$ cat src/rtl/vga_pkg.sv
// Shared types and helpers for the VGA timing generator.
// Holds the controller state encoding, line/frame total helpers and the colour-bar lookup.
// Contents: state_t, MAX_RGB_W, htot(), vtot(), bar_color().
package vga_pkg;

    typedef enum logic [1:0] {
        IDLE,
        RUN,
        STOPPING
    } state_t;

    // Widest pixel bar_color() can build; callers truncate to their own width.
    localparam int MAX_RGB_W = 96;

    function automatic int htot(input int hfp, input int hpulse, input int hbp, input int hdisp);
        return hfp + hpulse + hbp + hdisp;
    endfunction

    function automatic int vtot(input int vfp, input int vpulse, input int vbp, input int vdisp);
        return vfp + vpulse + vbp + vdisp;
    endfunction

    // Bar idx drives R/G/B fully on or off from idx[2]/idx[1]/idx[0]; B sits in the low third.
    function automatic logic [MAX_RGB_W-1:0] bar_color(input logic [2:0] idx, input int rgb_w);
        logic [MAX_RGB_W-1:0] c;
        int comp_w;
        c      = '0;
        comp_w = rgb_w / 3;
        for (int b = 0; b < MAX_RGB_W; b++) begin
            if (b < rgb_w) c[b] = idx[b / comp_w];
        end
        return c;
    endfunction

endpackage

$ cat src/rtl/vga_timing_gen_if.sv
// Pixel source handshake plus video output bundle of the timing generator.
// master: pixel source / display side; slave: the timing generator itself.
// Signals: src_data/src_valid/src_ready, hs, vs, blank, rgb, sof.
interface vga_timing_gen_if #(
    parameter int RGB_W = 24
) ();
    logic [RGB_W-1:0] src_data;
    logic             src_valid;
    logic             src_ready;
    logic             hs;
    logic             vs;
    logic             blank;
    logic [RGB_W-1:0] rgb;
    logic             sof;

    modport master (
        output src_data, src_valid,
        input  src_ready, hs, vs, blank, rgb, sof
    );

    modport slave (
        input  src_data, src_valid,
        output src_ready, hs, vs, blank, rgb, sof
    );
endinterface

$ cat src/rtl/vga_axis_cnt.sv
// Horizontal/vertical wrap counter pair; h wraps at HTOT-1 and steps v, v wraps at VTOT-1.
// Latency: counters advance one step per enabled cycle; frame_end_o is combinational.
// Ports: clk_i, rst_i (async high), en_i, hcnt_o, vcnt_o, frame_end_o (last pixel of frame).
module vga_axis_cnt #(
    parameter int  HTOT = 14,
    parameter int  VTOT = 7,
    localparam int HW   = $clog2(HTOT),
    localparam int VW   = $clog2(VTOT)
) (
    input  logic          clk_i,
    input  logic          rst_i,
    input  logic          en_i,
    output logic [HW-1:0] hcnt_o,
    output logic [VW-1:0] vcnt_o,
    output logic          frame_end_o
);
    logic [HW-1:0] hcnt_q, hcnt_d;
    logic [VW-1:0] vcnt_q, vcnt_d;
    logic          h_end, v_end;

    assign h_end = (hcnt_q == HW'(HTOT - 1));
    assign v_end = (vcnt_q == VW'(VTOT - 1));

    always_comb begin
        hcnt_d = hcnt_q;
        vcnt_d = vcnt_q;
        if (en_i) begin
            if (h_end) begin
                hcnt_d = '0;
                vcnt_d = v_end ? '0 : vcnt_q + 1'b1;
            end else begin
                hcnt_d = hcnt_q + 1'b1;
            end
        end
    end

    always_ff @(posedge clk_i or posedge rst_i) begin
        if (rst_i) begin
            hcnt_q <= '0;
            vcnt_q <= '0;
        end else begin
            hcnt_q <= hcnt_d;
            vcnt_q <= vcnt_d;
        end
    end

    assign hcnt_o      = hcnt_q;
    assign vcnt_o      = vcnt_q;
    assign frame_end_o = h_end & v_end;
endmodule

$ cat src/rtl/vga_timing_gen.sv
// Video timing generator and pixel sink: FP/pulse/BP/active ordering, colour bars, underflow stats.
// Latency: hs/vs/blank/rgb/sof registered, one cycle behind the counter position.
// Backpressure: src_ready only in active region while running and not in pattern mode; never stalls timing.
module vga_timing_gen
    import vga_pkg::*;
#(
    parameter int HDISP  = 800,
    parameter int VDISP  = 480,
    parameter int HFP    = 40,
    parameter int HPULSE = 48,
    parameter int HBP    = 40,
    parameter int VFP    = 13,
    parameter int VPULSE = 3,
    parameter int VBP    = 29,
    parameter int RGB_W  = 24,
    parameter bit HS_POL = 1'b0,
    parameter bit VS_POL = 1'b0,
    parameter int UCNT_W = 16
) (
    input  logic              pixel_clk,
    input  logic              pixel_rst,
    input  logic              en,
    input  logic              pattern_en,
    input  logic              clr_stat,
    vga_timing_gen_if.slave   vif,
    output logic              underflow,
    output logic [UCNT_W-1:0] ucnt,
    output logic              running
);
    localparam int HTOT  = htot(HFP, HPULSE, HBP, HDISP);
    localparam int VTOT  = vtot(VFP, VPULSE, VBP, VDISP);
    localparam int HW    = $clog2(HTOT);
    localparam int VW    = $clog2(VTOT);
    localparam int RW    = HW + 3;
    localparam int H_ACT = HTOT - HDISP;
    localparam int V_ACT = VTOT - VDISP;

    state_t            state_q, state_d;
    logic [HW-1:0]     hcnt, hrel;
    logic [VW-1:0]     vcnt;
    logic              frame_end;
    logic              h_act, v_act, active, h_sync, v_sync;
    logic              src_ready, uf;
    logic [2:0]        bar_idx;
    logic              pat_q, pat_d;
    logic              hs_q, hs_d, vs_q, vs_d, blank_q, blank_d, sof_q, sof_d;
    logic [RGB_W-1:0]  rgb_q, rgb_d;
    logic              uf_q, uf_d;
    logic [UCNT_W-1:0] ucnt_q, ucnt_d;

    assign running = (state_q != IDLE);

    vga_axis_cnt #(.HTOT(HTOT), .VTOT(VTOT)) u_cnt (
        .clk_i       (pixel_clk),
        .rst_i       (pixel_rst),
        .en_i        (running),
        .hcnt_o      (hcnt),
        .vcnt_o      (vcnt),
        .frame_end_o (frame_end)
    );

    // en is only acted on at frame end when leaving STOPPING, so frames are never cut short.
    always_comb begin
        state_d = state_q;
        unique case (state_q)
            IDLE:     if (en) state_d = RUN;
            RUN:      if (!en) state_d = STOPPING;
            STOPPING: if (en) state_d = RUN;
                      else if (frame_end) state_d = IDLE;
            default:  state_d = IDLE;
        endcase
    end

    assign h_act  = (hcnt >= HW'(H_ACT));
    assign v_act  = (vcnt >= VW'(V_ACT));
    assign h_sync = (hcnt >= HW'(HFP)) && (hcnt < HW'(HFP + HPULSE));
    assign v_sync = (vcnt >= VW'(VFP)) && (vcnt < VW'(VFP + VPULSE));
    assign active = running && h_act && v_act;
    assign hrel   = hcnt - HW'(H_ACT);

    assign src_ready = active && !pat_q;
    assign uf        = src_ready && !vif.src_valid;

    // Bar index = floor(hrel*8/HDISP) as a chain of compares against constant multiples of HDISP.
    always_comb begin
        bar_idx = 3'd0;
        for (int k = 1; k < 8; k++) begin
            if ({hrel, 3'b000} >= RW'(k * HDISP)) bar_idx = 3'(k);
        end
    end

    always_comb begin
        // Pattern mode is latched at position (0,0) so a frame never switches source midway.
        pat_d   = (hcnt == '0 && vcnt == '0) ? pattern_en : pat_q;
        hs_d    = (running && h_sync) ? HS_POL : ~HS_POL;
        vs_d    = (running && v_sync) ? VS_POL : ~VS_POL;
        blank_d = active;
        sof_d   = running && (hcnt == HW'(H_ACT)) && (vcnt == VW'(V_ACT));
        rgb_d   = '0;
        if (active) begin
            if (pat_q)              rgb_d = RGB_W'(bar_color(bar_idx, RGB_W));
            else if (vif.src_valid) rgb_d = vif.src_data;
        end
        // Clearing wins over an underflow landing in the same cycle.
        uf_d   = clr_stat ? 1'b0 : (uf_q | uf);
        ucnt_d = ucnt_q;
        if (clr_stat)                               ucnt_d = '0;
        else if (uf && (ucnt_q != {UCNT_W{1'b1}})) ucnt_d = ucnt_q + 1'b1;
    end

    always_ff @(posedge pixel_clk or posedge pixel_rst) begin
        if (pixel_rst) begin
            state_q <= IDLE;
            pat_q   <= 1'b0;
            hs_q    <= ~HS_POL;
            vs_q    <= ~VS_POL;
            blank_q <= 1'b0;
            sof_q   <= 1'b0;
            rgb_q   <= '0;
            uf_q    <= 1'b0;
            ucnt_q  <= '0;
        end else begin
            state_q <= state_d;
            pat_q   <= pat_d;
            hs_q    <= hs_d;
            vs_q    <= vs_d;
            blank_q <= blank_d;
            sof_q   <= sof_d;
            rgb_q   <= rgb_d;
            uf_q    <= uf_d;
            ucnt_q  <= ucnt_d;
        end
    end

    assign vif.src_ready = src_ready;
    assign vif.hs        = hs_q;
    assign vif.vs        = vs_q;
    assign vif.blank     = blank_q;
    assign vif.sof       = sof_q;
    assign vif.rgb       = rgb_q;
    assign underflow     = uf_q;
    assign ucnt          = ucnt_q;
endmodule

$ cat src/flat_wrapper.sv
// flat-port wrapper written by rule: the top's interface ports become plain ports
module vga_timing_gen_flat import vga_pkg::*;
#(
    parameter int HDISP  = 800,
    parameter int VDISP  = 480,
    parameter int HFP    = 40,
    parameter int HPULSE = 48,
    parameter int HBP    = 40,
    parameter int VFP    = 13,
    parameter int VPULSE = 3,
    parameter int VBP    = 29,
    parameter int RGB_W  = 24,
    parameter bit HS_POL = 1'b0,
    parameter bit VS_POL = 1'b0,
    parameter int UCNT_W = 16
)
  (pixel_clk, pixel_rst, en, pattern_en, clr_stat, underflow, ucnt, running, vif_src_data, vif_src_valid, vif_src_ready, vif_hs, vif_vs, vif_blank, vif_rgb, vif_sof);
  vga_timing_gen_if #(.RGB_W(RGB_W)) vif_i ();
  input  logic pixel_clk;
  input  logic pixel_rst;
  input  logic en;
  input  logic pattern_en;
  input  logic clr_stat;
  output logic underflow;
  output logic [UCNT_W-1:0] ucnt;
  output logic running;
  input wire logic [$bits(vif_i.src_data)-1:0] vif_src_data;
  input wire logic [$bits(vif_i.src_valid)-1:0] vif_src_valid;
  output wire logic [$bits(vif_i.src_ready)-1:0] vif_src_ready;
  output wire logic [$bits(vif_i.hs)-1:0] vif_hs;
  output wire logic [$bits(vif_i.vs)-1:0] vif_vs;
  output wire logic [$bits(vif_i.blank)-1:0] vif_blank;
  output wire logic [$bits(vif_i.rgb)-1:0] vif_rgb;
  output wire logic [$bits(vif_i.sof)-1:0] vif_sof;
  assign vif_i.src_data = vif_src_data;
  assign vif_i.src_valid = vif_src_valid;
  assign vif_src_ready = vif_i.src_ready;
  assign vif_hs = vif_i.hs;
  assign vif_vs = vif_i.vs;
  assign vif_blank = vif_i.blank;
  assign vif_rgb = vif_i.rgb;
  assign vif_sof = vif_i.sof;
  vga_timing_gen #(.HDISP(HDISP), .VDISP(VDISP), .HFP(HFP), .HPULSE(HPULSE), .HBP(HBP), .VFP(VFP), .VPULSE(VPULSE), .VBP(VBP), .RGB_W(RGB_W), .HS_POL(HS_POL), .VS_POL(VS_POL), .UCNT_W(UCNT_W)) u_core (.pixel_clk(pixel_clk), .pixel_rst(pixel_rst), .en(en), .pattern_en(pattern_en), .clr_stat(clr_stat), .vif(vif_i), .underflow(underflow), .ucnt(ucnt), .running(running));
endmodule
$ cat config.mk
export PLATFORM = sky130hd
export DESIGN_NAME = vga_timing_gen_flat
export DESIGN_NICKNAME = d
export VERILOG_FILES = /design/src/rtl/vga_pkg.sv /design/src/rtl/vga_timing_gen_if.sv /design/src/rtl/vga_axis_cnt.sv /design/src/rtl/vga_timing_gen.sv /design/src/flat_wrapper.sv
export SDC_FILE = /design/constraint.sdc
export NUM_CORES = 1
export LEC_CHECK = 0
export BUFFER_PORTS_ARGS = -buffer_cell sky130_fd_sc_hd__buf_2
export CAP_MARGIN = 20
export CORE_MARGIN = 2
export CORE_UTILIZATION = 45
export CTS_CLUSTER_SIZE = 28
export DETAILED_ROUTE_END_ITERATION = 6
export PLACE_DENSITY = 0.78
export SYNTH_ARGS = -nofsm -noshare
export SYNTH_HDL_FRONTEND = slang
export SYNTH_HIERARCHICAL = 1
export SYNTH_SLANG_ARGS = --single-unit
export TNS_END_PERCENT = 10
$ cat constraint.sdc
create_clock -name pixel_clk -period 2.3 [get_ports pixel_clk]
set_input_delay 0.345 -clock pixel_clk [delete_from_list [all_inputs] [get_ports pixel_clk]]
set_output_delay 0.345 -clock pixel_clk [all_outputs]
set_load 0.01 [all_outputs]
==> key figures <==
Clock tree
  – Worst-skew pair later-pin latency: roughly 350 ps
  – CTS buffer count: 9
  – CTS tree: yes
  – Longest Clk Path Bufs: 2
  – Worst-path clk slew: around 80 ps
  – CTS HTree Levels: 3
  – Clock sink count: around 70
  – Clock Tree Root: clkbuf_8

Die
  – Row count: 32
  – Die ar.: approximately 8400 um^2
  – Initial Utilization: between 40% and 50%
  – Io pins: 77
  – Die X: between 90 and 100 um
  – Die H: slightly above 90 um
  – Core area: 7607 um^2

Drt
  – Via density: between 5 and 6
  – Residual DRC count: 0
  – Routed wire length per instance: 14.74 um
  – Total Wirelength: about 8500 um
  – Drt pass-1 iters: 5
  – Vias after detailed routing: 3248
  – Antenna Violating Nets Remaining: 0
  – Drt first-iter violations: 145

Power and ir drop
  – Static Leak: approximately 2.1 nW
  – Internal: about 2.2 mW
  – Sw Share: 28.97%
  – Final Total Pwr: 3.150 mW
  – Clk pwr share: between 30% and 40%
  – Comb pwr share: approximately a fifth
  – PwrDens: 714.0 nW/um^2
  – Max VDD drop: about 0.00040 V
  – Sequential power share: 41.9%
  – Switching pwr: a little over 900 uW

Synthesis
  – Mean Syn Cell Area: ~9.4 um^2
  – Mapped cell area: 3468 um^2
  – Post-Syn Instances: 368
  – EDFF count, synth: 0
  – Number of library cell types mapped by synthesis: 53
  – Sequential share of the synthesized area: between 40 and 50%
  – Ys async rst share: 100.0%
  – Largest cells by area after synthesis: dfrtp_1 48%, a21oi_1 5.3%, nor3_1 4.0%
  – Syn Nets: between 400 and 500
  – Ys Warns: 6
  – Synth Flop Type: dfrtp_1
  – Post-synthesis register bit count: 68
  – Top cell type's share of synthesized area: between 40% and 50%
  – Leading area contributor after synthesis: dfrtp_1

Critical path
  – Reg2reg start: u_core/u_cnt/hcnt_o[1]
  – Arrival time worst endpoint: about 1900 ps
  – CP max stage cell: dfrtp_1
  – Worst-path cell chain: nor4_2 > a311o_1 > buf_12 > nor2_1 > buf_2
  – Req. time, crit path: between 1500 and 2000 ps
  – Worst setup EP type: output port
  – Startpoint Class: flop
  – Critical Path Fanout Max: 31
  – Kind of critical path: reg -> out
  – Worst Setup SP: u_core/u_cnt/vcnt_o[9]
  – Delay of the slowest cell on the worst path: 430 ps

STA
  – Clock Skews: between 10 and 15 ps
  – RSZ-0062 raised after global routing: yes
  – Count of pins over their slew limit: 0
  – Total negative slack: 0 ps
  – Slew margin rel.: roughly half
  – Final number of setup-violating endpoints: 0
  – Measured slew at the worst slew-check pin: around 740 ps
  – Final worst path period need: about 2200 ps
  – Tcrit/Tclk final: 96.81%
  – F_max: 449.1 MHz
  – Final hold vios: 0

Global route
  – GR Overflow Total: 0
  – Largest net degree at the start of global routing: 32
  – Wire length of the first global-routing pass: about 14000 um
  – Vias in the first global route: between 3000 and 4000
  – Initial antenna violation count: 0
  – Global-route usage over all layers: 21.29%

Cells and area
  – Fillers: 666
  – Commonest non-fill, non-tap cells in the layout: 76 x buf_2, 64 x dfrtp_1, 37 x a21oi_1, 31 x buf_4
  – Most common cell after layout, fill and taps aside: buf_2
  – Ant diodes: 0
  – Synth-to-layout area growth: 27.20%
  – Layout cell share with drive strength beyond 1: between 20% and 30%
  – Register area: between 1500 and 2000 um^2
  – Post-layout net count: between 500 and 600
  – Fin util: between 50% and 60%
  – Multi-input gate area: about 1600 um^2

Placement
  – GP Congestion: 0.8728
  – Detail Placement HPWL: ~6000 um
  – Number of port buffers: between 70 and 80

Run
  – Max cap viols: 0

Status
  – Status: finished, final reports clean

Min path
  – Hold Path Class: in -> async
-- critical path: cells and delay by family, from the launching register on --
| family | cells | cell delay (ps) |
|---|---|---|
| compound gates | 1 | 350 |
| simple gates | 2 | 390 |
| buf+inv | 2 | 350 |
| flops | 1 | 430 |
-- cells by family (layout without fill, tap and decap cells) --
group,after synthesis,after routing,synth area share (%)
multiplexers,4,4,1.190
AND/OR/NAND/NOR,158,158,24.86
buffers and inverters,35,141,4.041
XOR/XNOR,14,14,3.535
adder cells (fa/ha/maj),7,7,2.525
flip-flops,68,68,49.13
AO/OA/AOI/OAI,82,82,14.72
-- Yosys cell counts (3+ instances only) --
library cell / instances
a21oi_1: 37
a22o_1: 4
and4_1: 3
buf_1: 3
clkbuf_1: 13
dfrtp_1: 66
ha_1: 7
inv_1: 17
mux2i_1: 3
nand2_1: 28
nand3_1: 18
nand4_1: 11
nor2_1: 24
nor2b_1: 4
nor3_1: 28
nor4_1: 9
o21ai_0: 17
o31ai_1: 4
or3_1: 12
or4_1: 6
xnor2_1: 13
-- cell type report --
type	instances	share of cell area (%)
Timing Repair Buffer	108	14.35
Clock buffer	10	2.893
Sequential cell	68	38.68
Clock inverter	6	2.552
Tap cell	102	2.893
Multi-Input combinational cell	265	37.18
Inverter	17	1.446
-- registers in the layout, indices dropped and copies added, names as in the netlist --
register             cells
u_core/vif.sof           1
u_core/state_q           2
u_core/pat_q             1
u_core/ucnt             16
u_core/u_cnt/vcnt_o     10
u_core/vif.vs            1
u_core/vif.blank         1
u_core/vif.hs            1
u_core/underflow         1
u_core/u_cnt/hcnt_o     10
u_core/vif.rgb          24
-- power groups by stage --
| stage | clock network, mW | registers [mW] | logic (mW) |
|---|---|---|---|
| after global placement | 0 | 1.34 | 0.620 |
| after global routing | 1.26 | 1.33 | 0.721 |
| after CTS | 1.20 | 1.32 | 0.639 |
| final | 1.18 | 1.32 | 0.647 |
| after detailed placement | 0 | 1.34 | 0.631 |
| after floorplan | 0 | 1.35 | 0.405 |
-- layer usage --
| layer | up-vias | GRT usage, % | wire, um | part of all wire [%] |
|---|---|---|---|---|
| li1 | 1547 | - | - | - |
| met1 | 1554 | 26.24 | 3563 | 42 |
| met2 | 133 | 35.42 | 4196 | 49 |
| met3 | 14 | 5.423 | 579 | 6.8 |
| met4 | 0 | 9.328 | 151 | 1.8 |
| met5 | - | 0 | 0 | 0 |
-- path summary, 6_finish.rpt --
kind / to / cells past startpoint / slack [ps]
min: u_core/ucnt[1] / 2 / 50
max reg2reg: u_core/pat_q / 5 / 80
max: vif_src_ready / 5 / 70
max in group asynchronous: u_core/u_cnt/vcnt_o[8] / 2 / 1640
min in group pixel_clk: u_core/state_q[1] / 2 / 160
min reg2reg: u_core/state_q[0] / 1 / 520
-- stage by stage --
| step | instances | setup WS, ps | cell area, um^2 | hold slack, ps |
|---|---|---|---|---|
| after floorplan | 368 | 45.25 | 3468 | 308.8 |
| after global placement | 558 | 61.20 | 4125 | 430.3 |
| after detailed placement | 558 | -0.7416 | 4125 | 434.9 |
| after CTS | 574 | 8.639 | 4382 | 51.33 |
| after global routing | 576 | -48.51 | 4412 | 73.27 |
| final | 576 | 73.42 | 4412 | 46.28 |
-- what timing repair did --
action,4_1_cts,5_1_grt
pin swaps,1,2
setup buffers,0,2
endpoints found under the setup margin,2,6
resized for setup,3,5
hold buffers,0,0
No activity file was read; power rests on OpenSTA's default activity.
